## src/rtl/dist_sched.sv

```systemverilog
// dist_sched: runs one pass of the pairwise-distance engine: clear it, stream NUM_POINTS points
// through a 2-entry skid stage, then wait for engine done plus drain. Checks enabled by DIST_SCHED_CHECK_EN.
module dist_sched #(
    parameter int NUM_POINTS = 1000,
    parameter int DIM_W      = 17,
    parameter int EXP_CONNS  = NUM_POINTS * (NUM_POINTS - 1) / 2,
    parameter int DRAIN_CYC  = 4,
    parameter int WDOG_CYC   = 4096,
    localparam int CNT_W     = $clog2(NUM_POINTS + 1),
    localparam int CONN_W    = $clog2(EXP_CONNS + 1)
) (
    input  logic              clk,
    input  logic              rst,
    input  logic              start,
    input  logic              abort,
    output logic              busy,
    output logic              done,
    output logic              err,
    input  logic [DIM_W-1:0]  src_locs [3],
    input  logic              src_vld,
    output logic              src_rdy,
    output logic [DIM_W-1:0]  calc_locs [3],
    output logic              calc_locs_vld,
    input  logic              calc_locs_rdy,
    output logic              calc_clr,
    input  logic              calc_conn_vld,
    input  logic              calc_done,
    output logic [CNT_W-1:0]  pts_sent,
    output logic [CONN_W-1:0] conn_cnt
);

    localparam logic [2:0] S_IDLE  = 3'd0;
    localparam logic [2:0] S_CLEAR = 3'd1;
    localparam logic [2:0] S_FEED  = 3'd2;
    localparam logic [2:0] S_DRAIN = 3'd3;
    localparam logic [2:0] S_DONE  = 3'd4;

    localparam logic [CNT_W-1:0]  NP_LAST  = CNT_W'(NUM_POINTS - 1);
    localparam logic [CNT_W-1:0]  NP_ALL   = CNT_W'(NUM_POINTS);
    localparam logic [CONN_W-1:0] CONN_MAX = '1;
    localparam int                DC_W     = (DRAIN_CYC > 1) ? $clog2(DRAIN_CYC) : 1;
    localparam logic [DC_W-1:0]   DC_LAST  = DC_W'(DRAIN_CYC - 1);

    logic [2:0]        state, state_nxt;
    logic [1:0]        clr_cnt;
    logic [1:0]        sk_cnt, sk_cnt_nxt;
    logic [DIM_W-1:0]  sk_ent0 [3];
    logic [DIM_W-1:0]  sk_ent1 [3];
    logic [CNT_W-1:0]  src_cnt, src_cnt_nxt;
    logic              src_rdy_q;
    logic [CNT_W-1:0]  pts_q;
    logic [CONN_W-1:0] conn_q, conn_nxt;
    logic              drn_seen;
    logic [DC_W-1:0]   drn_cnt;
    logic              start_ok, abort_ok, push, pop, conn_inc;

    assign start_ok = start && (state == S_IDLE);
    assign abort_ok = abort && (state != S_IDLE);
    assign push     = src_vld && src_rdy_q;
    assign pop      = calc_locs_vld && calc_locs_rdy;
    assign conn_inc = calc_conn_vld && ((state == S_FEED) || (state == S_DRAIN));

`ifdef DIST_SCHED_CHECK_EN
    localparam int                WD_W   = $clog2(WDOG_CYC + 1);
    localparam logic [WD_W-1:0]   WD_LIM = WD_W'(WDOG_CYC);
    localparam logic [CONN_W-1:0] EXP_C  = CONN_W'(EXP_CONNS);

    logic [WD_W-1:0] wdog_cnt;
    logic            wdog_trip;
    logic            err_q;

    assign wdog_trip = (state == S_DRAIN) && !drn_seen && !calc_done && (wdog_cnt == WD_LIM);
`endif

    always_comb begin
        state_nxt = state;
        case (state)
            S_IDLE:  if (start) state_nxt = S_CLEAR;
            S_CLEAR: if (clr_cnt == 2'd1) state_nxt = S_FEED;
            S_FEED:  if (pop && (pts_q == NP_LAST)) state_nxt = S_DRAIN;
            S_DRAIN: begin
                if (drn_seen && (drn_cnt == DC_LAST)) state_nxt = S_DONE;
`ifdef DIST_SCHED_CHECK_EN
                else if (wdog_trip) state_nxt = S_DONE;
`endif
            end
            S_DONE:  state_nxt = S_IDLE;
            default: state_nxt = S_IDLE;
        endcase
        if (abort_ok) state_nxt = S_IDLE;
    end

    always_comb begin
        sk_cnt_nxt = sk_cnt;
        if (start_ok || abort_ok)
            sk_cnt_nxt = 2'd0;
        else if (push && !pop)
            sk_cnt_nxt = sk_cnt + 2'd1;
        else if (pop && !push)
            sk_cnt_nxt = sk_cnt - 2'd1;
    end

    always_comb begin
        src_cnt_nxt = start_ok ? '0 : (src_cnt + CNT_W'(push));
        conn_nxt    = conn_q;
        if (start_ok)
            conn_nxt = '0;
        else if (conn_inc && (conn_q != CONN_MAX))
            conn_nxt = conn_q + 1'b1;
    end

    // control stage: sequencing, skid occupancy, counters
    always_ff @(posedge clk) begin
        if (rst) begin
            state     <= S_IDLE;
            clr_cnt   <= 2'd0;
            sk_cnt    <= 2'd0;
            src_cnt   <= '0;
            src_rdy_q <= 1'b0;
            pts_q     <= '0;
            conn_q    <= '0;
            drn_seen  <= 1'b0;
            drn_cnt   <= '0;
        end else begin
            state   <= state_nxt;
            sk_cnt  <= sk_cnt_nxt;
            src_cnt <= src_cnt_nxt;
            conn_q  <= conn_nxt;
            // ready looks one cycle ahead so a push next cycle always has room
            src_rdy_q <= (state_nxt == S_FEED) && (sk_cnt_nxt != 2'd2) && (src_cnt_nxt != NP_ALL);

            if (start_ok || abort_ok)
                clr_cnt <= 2'd2;
            else if (clr_cnt != 2'd0)
                clr_cnt <= clr_cnt - 2'd1;

            if (start_ok)
                pts_q <= '0;
            else if (pop)
                pts_q <= pts_q + 1'b1;

            if (state != S_DRAIN) begin
                drn_seen <= 1'b0;
                drn_cnt  <= '0;
            end else if (!drn_seen) begin
                drn_seen <= calc_done;
            end else begin
                drn_cnt <= drn_cnt + 1'b1;
            end
        end
    end

    // data stage: skid entries, entry 0 is the head presented to the engine
    always_ff @(posedge clk) begin
        case (sk_cnt)
            2'd0: begin
                if (push) sk_ent0 <= src_locs;
            end
            2'd1: begin
                if (push && pop)
                    sk_ent0 <= src_locs;
                else if (push)
                    sk_ent1 <= src_locs;
            end
            default: begin
                if (pop) begin
                    sk_ent0 <= sk_ent1;
                    if (push) sk_ent1 <= src_locs;
                end
            end
        endcase
    end

`ifdef DIST_SCHED_CHECK_EN
    always_ff @(posedge clk) begin
        if (rst) begin
            wdog_cnt <= '0;
            err_q    <= 1'b0;
        end else begin
            if (state != S_DRAIN)
                wdog_cnt <= '0;
            else if (!wdog_trip)
                wdog_cnt <= wdog_cnt + 1'b1;

            if (start_ok)
                err_q <= 1'b0;
            else if ((state == S_DRAIN) && (state_nxt == S_DONE) && (wdog_trip || (conn_nxt != EXP_C)))
                err_q <= 1'b1;
        end
    end

    assign err = err_q;
`else
    // watchdog compiled out; WDOG_CYC stays for a uniform parameter interface
    assign err = 1'b0 & (WDOG_CYC == 0);
`endif

    assign busy          = (state != S_IDLE);
    assign done          = (state == S_DONE);
    assign src_rdy       = src_rdy_q;
    assign calc_locs_vld = (sk_cnt != 2'd0);
    assign calc_clr      = (clr_cnt != 2'd0);
    assign pts_sent      = pts_q;
    assign conn_cnt      = conn_q;

    always_comb begin
        for (int i = 0; i < 3; i++)
            calc_locs[i] = calc_locs_vld ? sk_ent0[i] : '0;
    end

endmodule

```

## config.mk

```make
export PLATFORM = sky130hd
export DESIGN_NAME = dist_sched
export DESIGN_NICKNAME = d
export VERILOG_FILES = /design/src/rtl/dist_sched.sv
export SDC_FILE = /design/constraint.sdc
export NUM_CORES = 1
export LEC_CHECK = 0
export ABC_AREA = 0
export CORE_MARGIN = 2
export CORE_UTILIZATION = 54
export CTS_BUF_LIST = sky130_fd_sc_hd__clkbuf_4 sky130_fd_sc_hd__clkbuf_8
export CTS_CLUSTER_DIAMETER = 40
export DETAILED_ROUTE_END_ITERATION = 8
export PLACE_DENSITY = 0.94
export SETUP_SLACK_MARGIN = 0.4
export SLEW_MARGIN = 20
export SYNTH_ARGS = -nofsm -noshare
export SYNTH_HDL_FRONTEND = slang
export SYNTH_SLANG_ARGS = --single-unit
```

## constraint.sdc

```tcl
create_clock -name clk -period 16.8 [get_ports clk]
set_clock_uncertainty 0.1 [all_clocks]
set_input_delay 1.68 -clock clk [delete_from_list [all_inputs] [get_ports clk]]
set_output_delay 1.68 -clock clk [all_outputs]
set_load 0.02 [all_outputs]
```

; ---- Word-level counts from Yosys, hierarchy flattened
; Index checks and enable logic that the tools add are counted.
[totals]
register_bits = 152
rom_bits = 0
ram_bits = 0
memories = 0
latch_bits = 0
out_inout_bits = 86
[classes]
add_sub_neg = 7
n_shift = 0
n_eq_ne = 16
n_lt_le_gt_ge = 0
bitwise = 1
reduce_logical = 30
n_div = 0
multipliers = 0
muxes = 24
[ops]
columns = op, count
row1 = $mux 51, 6
row2 = $pmux 51 s2, 2
row3 = $mux 17, 3
row4 = $add 19x1->19 const B, 1
row5 = $ne 19x19->1 const B, 1
row6 = $mux 3, 5
row7 = $logic_and 1x1->1, 13
row8 = $pmux 3 s4, 1
row9 = $add 10x1->10, 1
row10 = $add 10x1->10 const B, 1
row11 = $eq 10x10->1 const B, 1
row12 = $mux 10, 1
row13 = $mux 2, 5
row14 = $ne 10x10->1 const B, 1
row15 = $eq 3x2->1 const B, 3
row16 = $ne 2x2->1 const B, 4
row17 = $reduce_bool 2->1, 4
row18 = $reduce_and 3->1, 2
row19 = $reduce_bool 3->1, 2
row20 = $reduce_or 2->1, 3
row21 = $add 2x1->2 const B, 2
row22 = $eq 2x1->1 const B, 2
row23 = $sub 2x1->2 const B, 2
row24 = $eq 3x1->1 const B, 1
row25 = 9 further kinds, 11

; ---- Depth between registers and ports, before layout
; Gate-level depths: netlist of the first run.
[logic_depth]
ltp_word = 9
mapped_depth = 11

; ---- Worst setup path before layout of the first run
; OpenSTA, ideal clock, no wires.
[synth_timing]
kind = input to register
startpoint = input src_vld
endpoint = register sk_ent1[0] (netlist bit) (enable)
arrival_ps = 10003
path_buffers = 1
path_stages = 3
path_slack_ps = 5964
setup_time_ps = 733
cell_sequence = nand2_1 -> clkbuf_1 -> a2111oi_0
[synth_between]
elab_chain_cells = 4
[synth_lines]
columns = item, line_no
row1 = from (decl), 20  ; input logic src_vld,
row2 = $logic_and 1x1->1, 59  ; assign push = src_vld && src_rdy_q;
row3 = $logic_and 1x1->1, 160  ; if (push && pop)
row4 = $ne 2x2->1 (no source line), --
row5 = $reduce_and 3->1 (no source line), --
row6 = to (signal assigned), 163  ; sk_ent1 <= src_locs;
row7 = to (signal assigned), 168  ; if (push) sk_ent1 <= src_locs;
row8 = to (decl), 48  ; logic [DIM_W-1:0] sk_ent1 [3];
; Every way passes these cells.
; A chain may end at the register's enable or synchronous reset.

; ---- Final worst setup path of the first run
[layout_timing]
startpoint = register sk_cnt[0]
endpoint = output calc_locs_vld
[layout_between]
elab_chain_cells = 1
[layout_lines]
columns = item, line_no
row1 = from (decl), 46  ; logic [1:0] sk_cnt, sk_cnt_nxt;
row2 = from (signal assigned), 126  ; sk_cnt <= sk_cnt_nxt;
row3 = $reduce_bool 2->1, 201  ; assign calc_locs_vld = (sk_cnt != 2'd0);
row4 = to (decl), 23  ; output logic calc_locs_vld,
; Every way passes these cells.

==> impl_results.md, run 1 <==
* CP max stage delay at 0.60 ns
* FF+latch count, synth at 152
* CP arrival at 2.42 ns
* CP max FO at 57
* Reg2reg path depth at 6
* WL/cell at 17.0 um
* H-tree levels at 4
* Initial DRC Count at 319
* Vias in the first global route at 4611
* Total power at 0.683 mW
* Clk slew on worst S/H paths at 0.08 ns
* HP Start: clr_cnt[0]$_SDFFE_PP0P_
* Rows at 40
* # setup viols final at 0
* Sw Ratio at 23.1%
* Fill count at 811
* WL final at 13900 um
* Total track usage at 22.1%
* Min-Delay Path Depth at 1
* Hold WC Path Type: flop to flop
* Initial Util at 55.1%
* Crit-path cells: inv_1, ha_2, buf_4, inv_1, clkdlybuf4s50_1
* Crit end category: output pin
* Asr flop ratio synth at 0%
* Yosys top cell area share at 46.4%
* Setup crit start kind: flop
* Top post-synthesis cells by count: edfxtp_1, nor2b_1, mux2_2
* Die footprint at 13100 sq um
* Top_reg_cell synth: edfxtp_1
* Slew headroom at 47.7%
* Final hold violations at 0
* Unique cell type count in the Yosys netlist at 58
* Combinational Power Share at 5.3%
* Vias after detailed routing at 4537
* Postcts setup bufs at 0
* Leak at 2.80 nW
* Clock sink count at 152
* Hold WS at 0.380 ns
* Core area at 12000 sq um
* Syn Nets at 584
* I/O Buffers at 143
* CTS buffer count at 17
* Avg Synthesized Cell Area at 12.7 sq um
* Seq pwr share at 58.6%
* Synth Instances at 518
* Cell mode on critical path: inv_1
* Worst-Margin Slew at 0.779 ns
* PwrDens at 80.4 nW/um^2
* Hpwl dp at 9500 um
* Slack of the worst reg-to-reg path at 13.97 ns
* Hold buffers post-CTS at 0
* Final TNS setup at 0 ns
* R2r endpoint: sk_ent0[26]$_DFFE_PP_
* GPL Wtd Cong at 0.889
* Root buffer cell: clkbuf_8
* Drc violations at 0
* Fin. max-slew vios at 0
* CTS tree: done
* Register area share after synthesis at 61.6%
* Ant diodes at 0
* Post-CTS Resized at 0
* Gr ovfl total at 0
* Synth warn at 0
* Initial antenna violation count at 0
* Psw at 0.158 mW
* Critical path's slowest cell: clkdlybuf4s50_1
* Largest net degree at the start of global routing at 58
* CP Data Required Time at 15.02 ns
* Die X-Extent at 115 um
* Outcome: completed
* Fmax at 0.238 GHz
* Final ANT Viol Nets at 0
* Post-synth top area cell: edfxtp_1
* Dominant cells by area after synthesis: edfxtp_1, dfxtp_1, mux2_2, nor2b_1, nor2_1
* Multi-input logic area at 2390 sq um
* First-pass GRT wire length at 22400 um
* Clock Path Buffers at 2
* Internal at 0.525 mW
* EDFF count, synth at 102
* Buffers & Inverters on Critical Path at 4
* Layout cell share with drive strength beyond 1 at 15.3%
* FF-to-FF Start: sk_cnt[0]$_SDFF_PP0_
* CP top delay family: buffers and inverters
* Minimum clock period at 4.20 ns
* MaxCap Viol Count at 0
* Die Height at 115 um
* Pre-Repair DR Iteration Count at 5
* Tcrit/Tclk final at 25.0%
* Synth-to-Final Area Change at 28.7%
* Top-count cell post-synth: edfxtp_1
* Hold endpoint: clr_cnt[0]$_SDFFE_PP0P_
* Sequential cell area at 4060 sq um
* Average vias per placed instance at 5.54
* Clock power share at 36.1%
* NumNets Final at 725
* Setup CP Type: flop to output pin
* RSZ-0062 raised after global routing: no
* Max VDD drop at 0.0746 mV
* IO Count at 145
* Mapped Area at 6600 sq um
* Clk_lat worst skew at 0.45 ns
==> worst reg2reg max path, delay by kind of cell (launching register included) <==
family | cells | cell delay (ns)
fa+ha+maj | 1 | 0.19
simple gates | 1 | 0.60
flops | 1 | 0.39
mux | 1 | 0.41
buf+inv | 3 | 0.90
==> stage by stage <==
stage | setup WS [ns] | instance area, sq um | cells | utilization, %
after floorplan | 5.96 | 6600 | 518 | -
after global placement | 12.75 | 8140 | 787 | 68.0
after detailed placement | 12.63 | 8140 | 787 | 68.0
after CTS | 12.52 | 8490 | 819 | 71.0
after global routing | 12.44 | 8490 | 819 | 71.0
final | 12.60 | 8490 | 819 | 71.0
==> cell type report <==
type                    count  area share [%]
multi-input cells         331            28.1
clock inverters            15            1.43
clock buffers              17            2.76
flip-flops and latches    152            47.9
well taps                 147            2.17
inverters                  10           0.442
repair buffers            147            17.2
==> worst max-delay path by stage <==
stage	cells after the start	to	start
final	5	calc_locs_vld	sk_cnt[0]$_SDFF_PP0_
after detailed placement	8	src_rdy$_SDFF_PP0_	src_vld
after floorplan	3	sk_ent1[0]$_DFFE_PP_	src_vld
after global placement	8	src_rdy$_SDFF_PP0_	src_vld
after CTS	5	calc_locs_vld	sk_cnt[0]$_SDFF_PP0_
after global routing	5	calc_locs_vld	sk_cnt[1]$_SDFF_PP0_
==> cells in the final DEF, fill, tap and decap left out, types with 3 or more instances in the layout <==
master / Yosys / layout
a21o_1: 3 / 3
nand2_1: 21 / 21
edfxtp_1: 102 / 102
nor2b_1: 52 / 52
nor3_1: 9 / 9
nor3b_1: 3 / 3
clkbuf_8: 0 / 17
nand3_1: 16 / 16
clkinv_4: 0 / 7
and4_1: 3 / 3
nor2_1: 49 / 48
a21oi_1: 15 / 15
inv_1: 10 / 10
mux2i_1: 4 / 4
a211oi_1: 4 / 4
clkinv_2: 0 / 3
mux2_2: 51 / 51
and3_1: 7 / 7
inv_6: 0 / 3
and2_1: 3 / 3
xnor2_1: 17 / 17
buf_4: 2 / 4
xor2_1: 13 / 13
nand4_1: 9 / 9
ha_1: 7 / 6
clkdlybuf4s50_1: 0 / 143
o21ai_0: 5 / 5
dfxtp_1: 50 / 50
==> registers in the layout, indices dropped and copies added, names as in the netlist <==
register  cells
sk_ent1      51
clr_cnt       2
src_cnt      10
state         3
sk_cnt        2
src_rdy       1
sk_ent0      51
conn_cnt     19
drn_seen      1
pts_sent     10
drn_cnt       2
==> cells by family after synthesis <==
| group | count (synthesis) | share of synthesized area (%) |
|---|---|---|
| AND/OR/NAND/NOR | 196 | 16.7 |
| multiplexers | 55 | 9.31 |
| other | 1 | 0.0568 |
| flip-flops | 152 | 61.6 |
| buffers and inverters | 35 | 2.64 |
| AO/OA/AOI/OAI | 42 | 4.32 |
| adder cells (fa/ha/maj) | 7 | 1.33 |
| XOR/XNOR | 30 | 3.98 |
==> metal layers <==
layer | share of wire, % | global-route usage, %
met1 | 40 | 25.8
met2 | 50 | 36.8
met3 | 7.8 | 8.05
met4 | 1.9 | 9.51
met5 | 0 | 0
==> power groups by stage <==
stage	Combinational, mW	Sequential, mW	Clock (mW)
2_1_floorplan	0.0159	0.408	0
3_3_place_gp	0.0345	0.409	0
3_5_place_dp	0.0361	0.409	0
4_1_cts	0.0363	0.400	0.253
5_1_grt	0.0390	0.400	0.268
6_report	0.0361	0.400	0.247
No activity file was read; power rests on OpenSTA's default activity.
==> run 2: changes to the inputs <==
--- a/config.mk
+++ b/config.mk
@@ -7,11 +7,11 @@
 export LEC_CHECK = 0
 export ABC_AREA = 0
 export CORE_MARGIN = 2
-export CORE_UTILIZATION = 54
+export CORE_UTILIZATION = 52
 export CTS_BUF_LIST = sky130_fd_sc_hd__clkbuf_4 sky130_fd_sc_hd__clkbuf_8
 export CTS_CLUSTER_DIAMETER = 40
 export DETAILED_ROUTE_END_ITERATION = 8
-export PLACE_DENSITY = 0.94
+export PLACE_DENSITY = 0.91
 export SETUP_SLACK_MARGIN = 0.4
 export SLEW_MARGIN = 20
 export SYNTH_ARGS = -nofsm -noshare
==> constraint.sdc (replaced) <==
create_clock -name clk -period 3.9 [get_ports clk]
set_clock_uncertainty 0.1 [all_clocks]
set_input_delay 0.39 -clock clk [delete_from_list [all_inputs] [get_ports clk]]
set_output_delay 0.39 -clock clk [all_outputs]
set_load 0.02 [all_outputs]
==> impl_results.md, run 2 (same netlist as run 1, synthesis figures left out) <==
* Ant diodes at 0 (unchanged)
* PwrDens at 349 nW/um^2 (was 80.4 nW/um^2)
* CTS tree: done (unchanged)
* Root buffer cell: clkbuf_8 (unchanged)
* Most frequent cells in the layout: clkdlybuf4s50_1, edfxtp_1, nor2b_1 (unchanged)
* Pre-CTS WS at 1.00 ns (was 12.63 ns)
* Clock sink count at 152 (unchanged)
* Initial Util at 52.7% (was 55.1%)
* CP max FO at 33 (was 57)
* WL/cell at 16.8 um (was 17.0 um)
* Hold WS at 0.401 ns (was 0.380 ns)
* Min-Delay Path Depth at 1 (unchanged)
* Post-Place Cells at 813 (was 787)
* IO Count at 145 (unchanged)
* Combinational Power Share at 5.2% (was 5.3%)
* First-pass GRT wire length at 22900 um (was 22400 um)
* I/O Buffers at 143 (unchanged)
* Worst-Margin Slew at 0.788 ns (was 0.779 ns)
* CP Data Required Time at 3.41 ns (was 15.02 ns)
* Hpwl dp at 9800 um (was 9500 um)
* # setup viols final at 0 (unchanged)
* CP arrival at 2.77 ns (was 2.42 ns)
* Clk slew on worst S/H paths at 0.07 ns (was 0.08 ns)
* Most common cell after layout, fill and taps aside: clkdlybuf4s50_1 (unchanged)
* Sequential cell area at 4060 sq um (unchanged)
* Die X-Extent at 117 um (was 115 um)
* Drc violations at 0 (unchanged)
* Die footprint at 13600 sq um (was 13100 sq um)
* Fin. max-slew vios at 0 (unchanged)
* Setup crit start kind: flop (unchanged)
* Vias in the first global route at 4679 (was 4611)
* Reg2reg path depth at 5 (was 6)
* Rows at 41 (was 40)
* Clock Path Buffers at 2 (unchanged)
* Final ANT Viol Nets at 0 (unchanged)
* Slack of the worst reg-to-reg path at 1.15 ns (was 13.97 ns)
* WL final at 14200 um (was 13900 um)
* Worst setup path startpoint: sk_cnt[0]$_SDFF_PP0_ (unchanged)
* Final TNS setup at 0 ns (unchanged)
* NumNets Final at 726 (was 725)
* Outcome: completed (unchanged)
* Fmax at 0.306 GHz
* RSZ-0062 raised after global routing: no (unchanged)
* Total track usage at 21.9% (was 22.1%)
* CTS buffer count at 17 (unchanged)
* R2r endpoint: sk_ent0[29]$_DFFE_PP_ (was sk_ent0[26]$_DFFE_PP_)
* Crit end category: output pin (unchanged)
* FF-to-FF Start: sk_cnt[0]$_SDFF_PP0_ (unchanged)
* Worst Setup EP: calc_locs[40] (was calc_locs_vld)
* Finished Layout Cells at 845 (was 819)
* Vias after detailed routing at 4522 (was 4537)
* Postcts setup bufs at 0 (unchanged)
* GPL Wtd Cong at 0.896 (was 0.889)
* Die Height at 117 um (was 115 um)
* Hold buffers post-CTS at 0 (unchanged)
* DP Area at 8190 sq um (was 8140 sq um)
* Initial antenna violation count at 0 (unchanged)
* Seq pwr share at 57.9% (was 58.6%)
* Slew headroom at 47.1% (was 47.7%)
* Total power at 2.98 mW (was 0.683 mW)
* Internal at 2.33 mW (was 0.525 mW)
* H-tree levels at 4 (unchanged)
* Post-CTS Resized at 0 (unchanged)
* Leak at 2.80 nW (about the same)
* Fill count at 904 (was 811)
* Psw at 0.645 mW (was 0.158 mW)
* Pre-Repair DR Iteration Count at 4 (was 5)
* Max VDD drop at 0.239 mV (was 0.0746 mV)
* Gr ovfl total at 0 (unchanged)
* Setup CP Type: flop to output pin (unchanged)
* Minimum clock period at 3.26 ns
* Core area at 12500 sq um (was 12000 sq um)
* Sw Ratio at 21.7% (was 23.1%)
* Layout cell share with drive strength beyond 1 at 15.3% (about the same)
* Tcrit/Tclk final at 83.7%
* Average vias per placed instance at 5.35 (was 5.54)
* Multi-input logic area at 2400 sq um (was 2390 sq um)
* Final setup margin at 0.636 ns (was 12.60 ns)
* Final hold violations at 0 (unchanged)
* Initial DRC Count at 267 (was 319)
* Clk_lat worst skew at 0.45 ns (about the same)
* Synth-to-Final Area Change at 29.6% (was 28.7%)
* Hold WC Path Type: flop to flop (unchanged)
* Final core occ at 68.3% (was 71.0%)
* MaxCap Viol Count at 0 (unchanged)
* Final instance area at 8550 sq um (was 8490 sq um)
* Largest net degree at the start of global routing at 52 (was 58)
* Clock power share at 36.9% (was 36.1%)
[run 2: changes by cell type in the layout (fill, tap and decap cells not counted), sizes merged]
| cell | delta |
|---|---|
| inv | -3 |
| clkinv | -3 |
| clkbuf | +3 |
| buf | +1 |
| bufinv | +1 |
| clkinvlp | +2 |
[run 2: power by group through the flow]
stage	combinational, mW	sequential (mW)	clock [mW]
final	0.156	1.72	1.10
after global routing	0.168	1.72	1.18
after CTS	0.157	1.72	1.11
after detailed placement	0.156	1.76	0
after global placement	0.149	1.76	0
after floorplan	0.0688	1.76	0
[run 2: cell type report]
type                       instances  area share, %
tap                              172           2.52
clock buffer                      20           3.00
multi-input combinational        331           28.1
sequential                       152           47.5
timing repair buffer             148           17.2
clock inverter                    12           1.22
inverter                          10          0.439
[run 2: critical path, cell delays in order, from the launching register on]
cell             delay [ns]
dfxtp_1                0.36
inv_1                  0.13
ha_2                   0.69
buf_4                  0.42
nor2b_1                0.15
clkdlybuf4s50_1        0.57
[run 2: metal layers]
layer	track usage (%)	up-vias	part of all wire [%]
li1	-	2142	-
met1	25.6	2217	40
met2	36.9	147	50
met3	9.29	16	8.7
met4	6.75	0	1.1
met5	0	-	0
[run 2: worst min-delay path by stage]
stage | startpoint | end
after CTS | clr_cnt[0]$_SDFFE_PP0P_ | clr_cnt[0]$_SDFFE_PP0P_
after floorplan | clr_cnt[0]$_SDFFE_PP0P_ | clr_cnt[0]$_SDFFE_PP0P_
after global routing | src_locs[37] | sk_ent1[37]$_DFFE_PP_
final | clr_cnt[0]$_SDFFE_PP0P_ | clr_cnt[0]$_SDFFE_PP0P_
after detailed placement | clr_cnt[0]$_SDFFE_PP0P_ | clr_cnt[0]$_SDFFE_PP0P_
after global placement | clr_cnt[0]$_SDFFE_PP0P_ | clr_cnt[0]$_SDFFE_PP0P_
==> run 3: changes to the inputs <==
--- a/config.mk
+++ b/config.mk
@@ -7,11 +7,11 @@
 export LEC_CHECK = 0
 export ABC_AREA = 0
 export CORE_MARGIN = 2
-export CORE_UTILIZATION = 52
+export CORE_UTILIZATION = 47
 export CTS_BUF_LIST = sky130_fd_sc_hd__clkbuf_4 sky130_fd_sc_hd__clkbuf_8
 export CTS_CLUSTER_DIAMETER = 40
 export DETAILED_ROUTE_END_ITERATION = 8
-export PLACE_DENSITY = 0.91
+export PLACE_DENSITY = 0.87
 export SETUP_SLACK_MARGIN = 0.4
 export SLEW_MARGIN = 20
 export SYNTH_ARGS = -nofsm -noshare
==> constraint.sdc (replaced) <==
create_clock -name clk -period 2.7 [get_ports clk]
set_clock_uncertainty 0.1 [all_clocks]
set_input_delay 0.27 -clock clk [delete_from_list [all_inputs] [get_ports clk]]
set_output_delay 0.27 -clock clk [all_outputs]
set_load 0.02 [all_outputs]
==> impl_results.md, run 3 (same netlist as run 1, synthesis figures left out) <==
* Total track usage at 19.4% (was 21.9%)
* Min-Delay Path Depth at 1 (unchanged)
* Pre-Repair DR Iteration Count at 5 (was 4)
* Clock sink count at 152 (unchanged)
* DP Area at 8320 sq um (was 8190 sq um)
* Most frequent cells in the layout: edfxtp_1, clkdlybuf4s50_1, nor2b_1 (was clkdlybuf4s50_1, edfxtp_1, nor2b_1)
* Hold WC Path Type: primary input to flop (was flop to flop)
* WL final at 14100 um (was 14200 um)
* PwrDens at 501 nW/um^2 (was 349 nW/um^2)
* Pre-CTS WS at 0.0999 ns (was 1.00 ns)
* MaxCap Viol Count at 0 (unchanged)
* Hold WS at 0.285 ns (was 0.401 ns)
* Root buffer cell: clkbuf_8 (unchanged)
* Initial DRC Count at 206 (was 267)
* Setup CP Type: flop to output pin (unchanged)
* Clock Path Buffers at 2 (unchanged)
* GPL Wtd Cong at 0.896 (about the same)
* I/O Buffers at 143 (unchanged)
* Die footprint at 15000 sq um (was 13600 sq um)
* Most common cell after layout, fill and taps aside: edfxtp_1 (was clkdlybuf4s50_1)
* Slack of the worst reg-to-reg path at 0.58 ns (was 1.15 ns)
* Final hold violations at 0 (unchanged)
* Outcome: completed (unchanged)
* CP arrival at 1.82 ns (was 2.77 ns)
* HP Start: src_locs[5] (was clr_cnt[0]$_SDFFE_PP0P_)
* Vias after detailed routing at 4539 (was 4522)
* Initial Util at 47.9% (was 52.7%)
* CP max FO at 31 (was 33)
* WL/cell at 16.3 um (was 16.8 um)
* Reg2reg path depth at 7 (was 5)
* Setup crit start kind: flop (unchanged)
* Largest net degree at the start of global routing at 48 (was 52)
* # setup viols final at 0 (unchanged)
* Max VDD drop at 0.275 mV (was 0.239 mV)
* Fill count at 1075 (was 904)
* CP Data Required Time at 2.33 ns (was 3.41 ns)
* Post-Place Cells at 828 (was 813)
* NumNets Final at 737 (was 726)
* Final instance area at 8740 sq um (was 8550 sq um)
* Rows at 43 (was 41)
* H-tree levels at 4 (unchanged)
* Die Height at 122 um (was 117 um)
* CTS buffer count at 17 (unchanged)
* Vias in the first global route at 4590 (was 4679)
* R2r endpoint: src_rdy$_SDFF_PP0_ (was sk_ent0[29]$_DFFE_PP_)
* Final setup margin at 0.508 ns (was 0.636 ns)
* Initial antenna violation count at 0 (unchanged)
* Average vias per placed instance at 5.25 (was 5.35)
* FF-to-FF Start: src_rdy$_SDFF_PP0_ (was sk_cnt[0]$_SDFF_PP0_)
* Gr ovfl total at 0 (unchanged)
* Hpwl dp at 10100 um (was 9800 um)
* CTS tree: done (unchanged)
* RSZ-0062 raised after global routing: no (unchanged)
* Fin. max-slew vios at 0 (unchanged)
* Drc violations at 0 (unchanged)
* Final ANT Viol Nets at 0 (unchanged)
* First-pass GRT wire length at 22200 um (was 22900 um)
* Clk slew on worst S/H paths at 0.09 ns (was 0.07 ns)
* Hold buffers post-CTS at 0 (unchanged)
* Core area at 13800 sq um (was 12500 sq um)
* Fmax at 0.456 GHz
* IO Count at 145 (unchanged)
* Synth-to-Final Area Change at 32.5% (was 29.6%)
* Die X-Extent at 122 um (was 117 um)
* Finished Layout Cells at 865 (was 845)
* Layout cell share with drive strength beyond 1 at 18.1% (was 15.3%)
* Clk_lat worst skew at 0.46 ns (was 0.45 ns)
* Tcrit/Tclk final at 81.2%
* Leak at 3.30 nW (was 2.80 nW)
* Hold endpoint: sk_ent1[5]$_DFFE_PP_ (was clr_cnt[0]$_SDFFE_PP0P_)
* Minimum clock period at 2.19 ns
* Crit end category: output pin (unchanged)
==> run 3: cell count changes in the layout (fill, tap and decap cells not counted), moves of 3 or more <==
cell / change
buf_4: +6
buf_12: +4
clkdlybuf4s50_1: -52
dlygate4sd2_1: +32
inv_6: +4
clkdlybuf4s15_1: +5
dfxtp_1: -3
dlymetal6s2s_1: +13
==> run 3: stage by stage <==
stage | total power [mW] | setup TNS [ns] | util (%)
4_1_cts | 4.43 | 0 | 63.1
6_report | 4.38 | 0 | 63.4
3_3_place_gp | 2.76 | 0 | 60.4
3_5_place_dp | 2.77 | 0 | 60.4
5_1_grt | 4.55 | 0 | 63.4
2_1_floorplan | 2.64 | -16.78 | -
==> run 3: worst max-delay path by stage <==
| stage | from | end | cells after the start | slack (ns) |
|---|---|---|---|---|
| after floorplan | sk_cnt[1]$_SDFF_PP0_ | sk_ent1[0]$_DFFE_PP_ | 3 | -0.30 |
| after global placement | src_vld | src_rdy$_SDFF_PP0_ | 8 | 0.21 |
| after detailed placement | src_vld | src_rdy$_SDFF_PP0_ | 8 | 0.1 |
| after CTS | sk_cnt[0]$_SDFF_PP0_ | calc_locs[16] | 5 | 0.16 |
| after global routing | sk_cnt[0]$_SDFF_PP0_ | calc_locs[25] | 5 | 0.40 |
| final | sk_cnt[0]$_SDFF_PP0_ | calc_locs[39] | 5 | 0.51 |
==> run 3: routing by layer <==
| metal | share of wire [%] | up-vias | track usage, % |
|---|---|---|---|
| li1 | - | 2178 | - |
| met1 | 41 | 2217 | 22.6 |
| met2 | 52 | 112 | 32.7 |
| met3 | 4.5 | 32 | 6.41 |
| met4 | 2.5 | 0 | 8.62 |
| met5 | 0 | - | 0 |
==> run 3: layout make-up <==
class,instances,area (sq um),share of cell area (%)
diodes,1,2.50,0.0286
clock buffers,18,241,2.76
clock inverters,14,139,1.59
inverters,10,40.0,0.458
multi-input cells,331,2430,27.8
flip-flops and latches,152,4070,46.6
well taps,180,225,2.58
repair buffers,159,1590,18.2
==> run 3: report_power, final <==
part / leakage [nW] / internal, mW / switching (mW)
clock: 0.194 / 0.763 / 0.898
sequential: 1.32 / 2.48 / 0.00652
combinational: 1.78 / 0.136 / 0.0930
total: 3.30 / 3.38 / 0.997
==> run 3: worst max-delay path, stage by stage (launching register included) <==
cell,delay [ns]
dfxtp_4,0.38
inv_2,0.06
ha_4,0.23
buf_12,0.19
nor2b_1,0.15
dlygate4sd2_1,0.35
==> run 3: repair_timing <==
item	CTS	global route
gates cloned	0	0
pin swaps	1	1
gates resized for setup	41	26
endpoints found under the setup margin	55	52
setup buffers	4	0
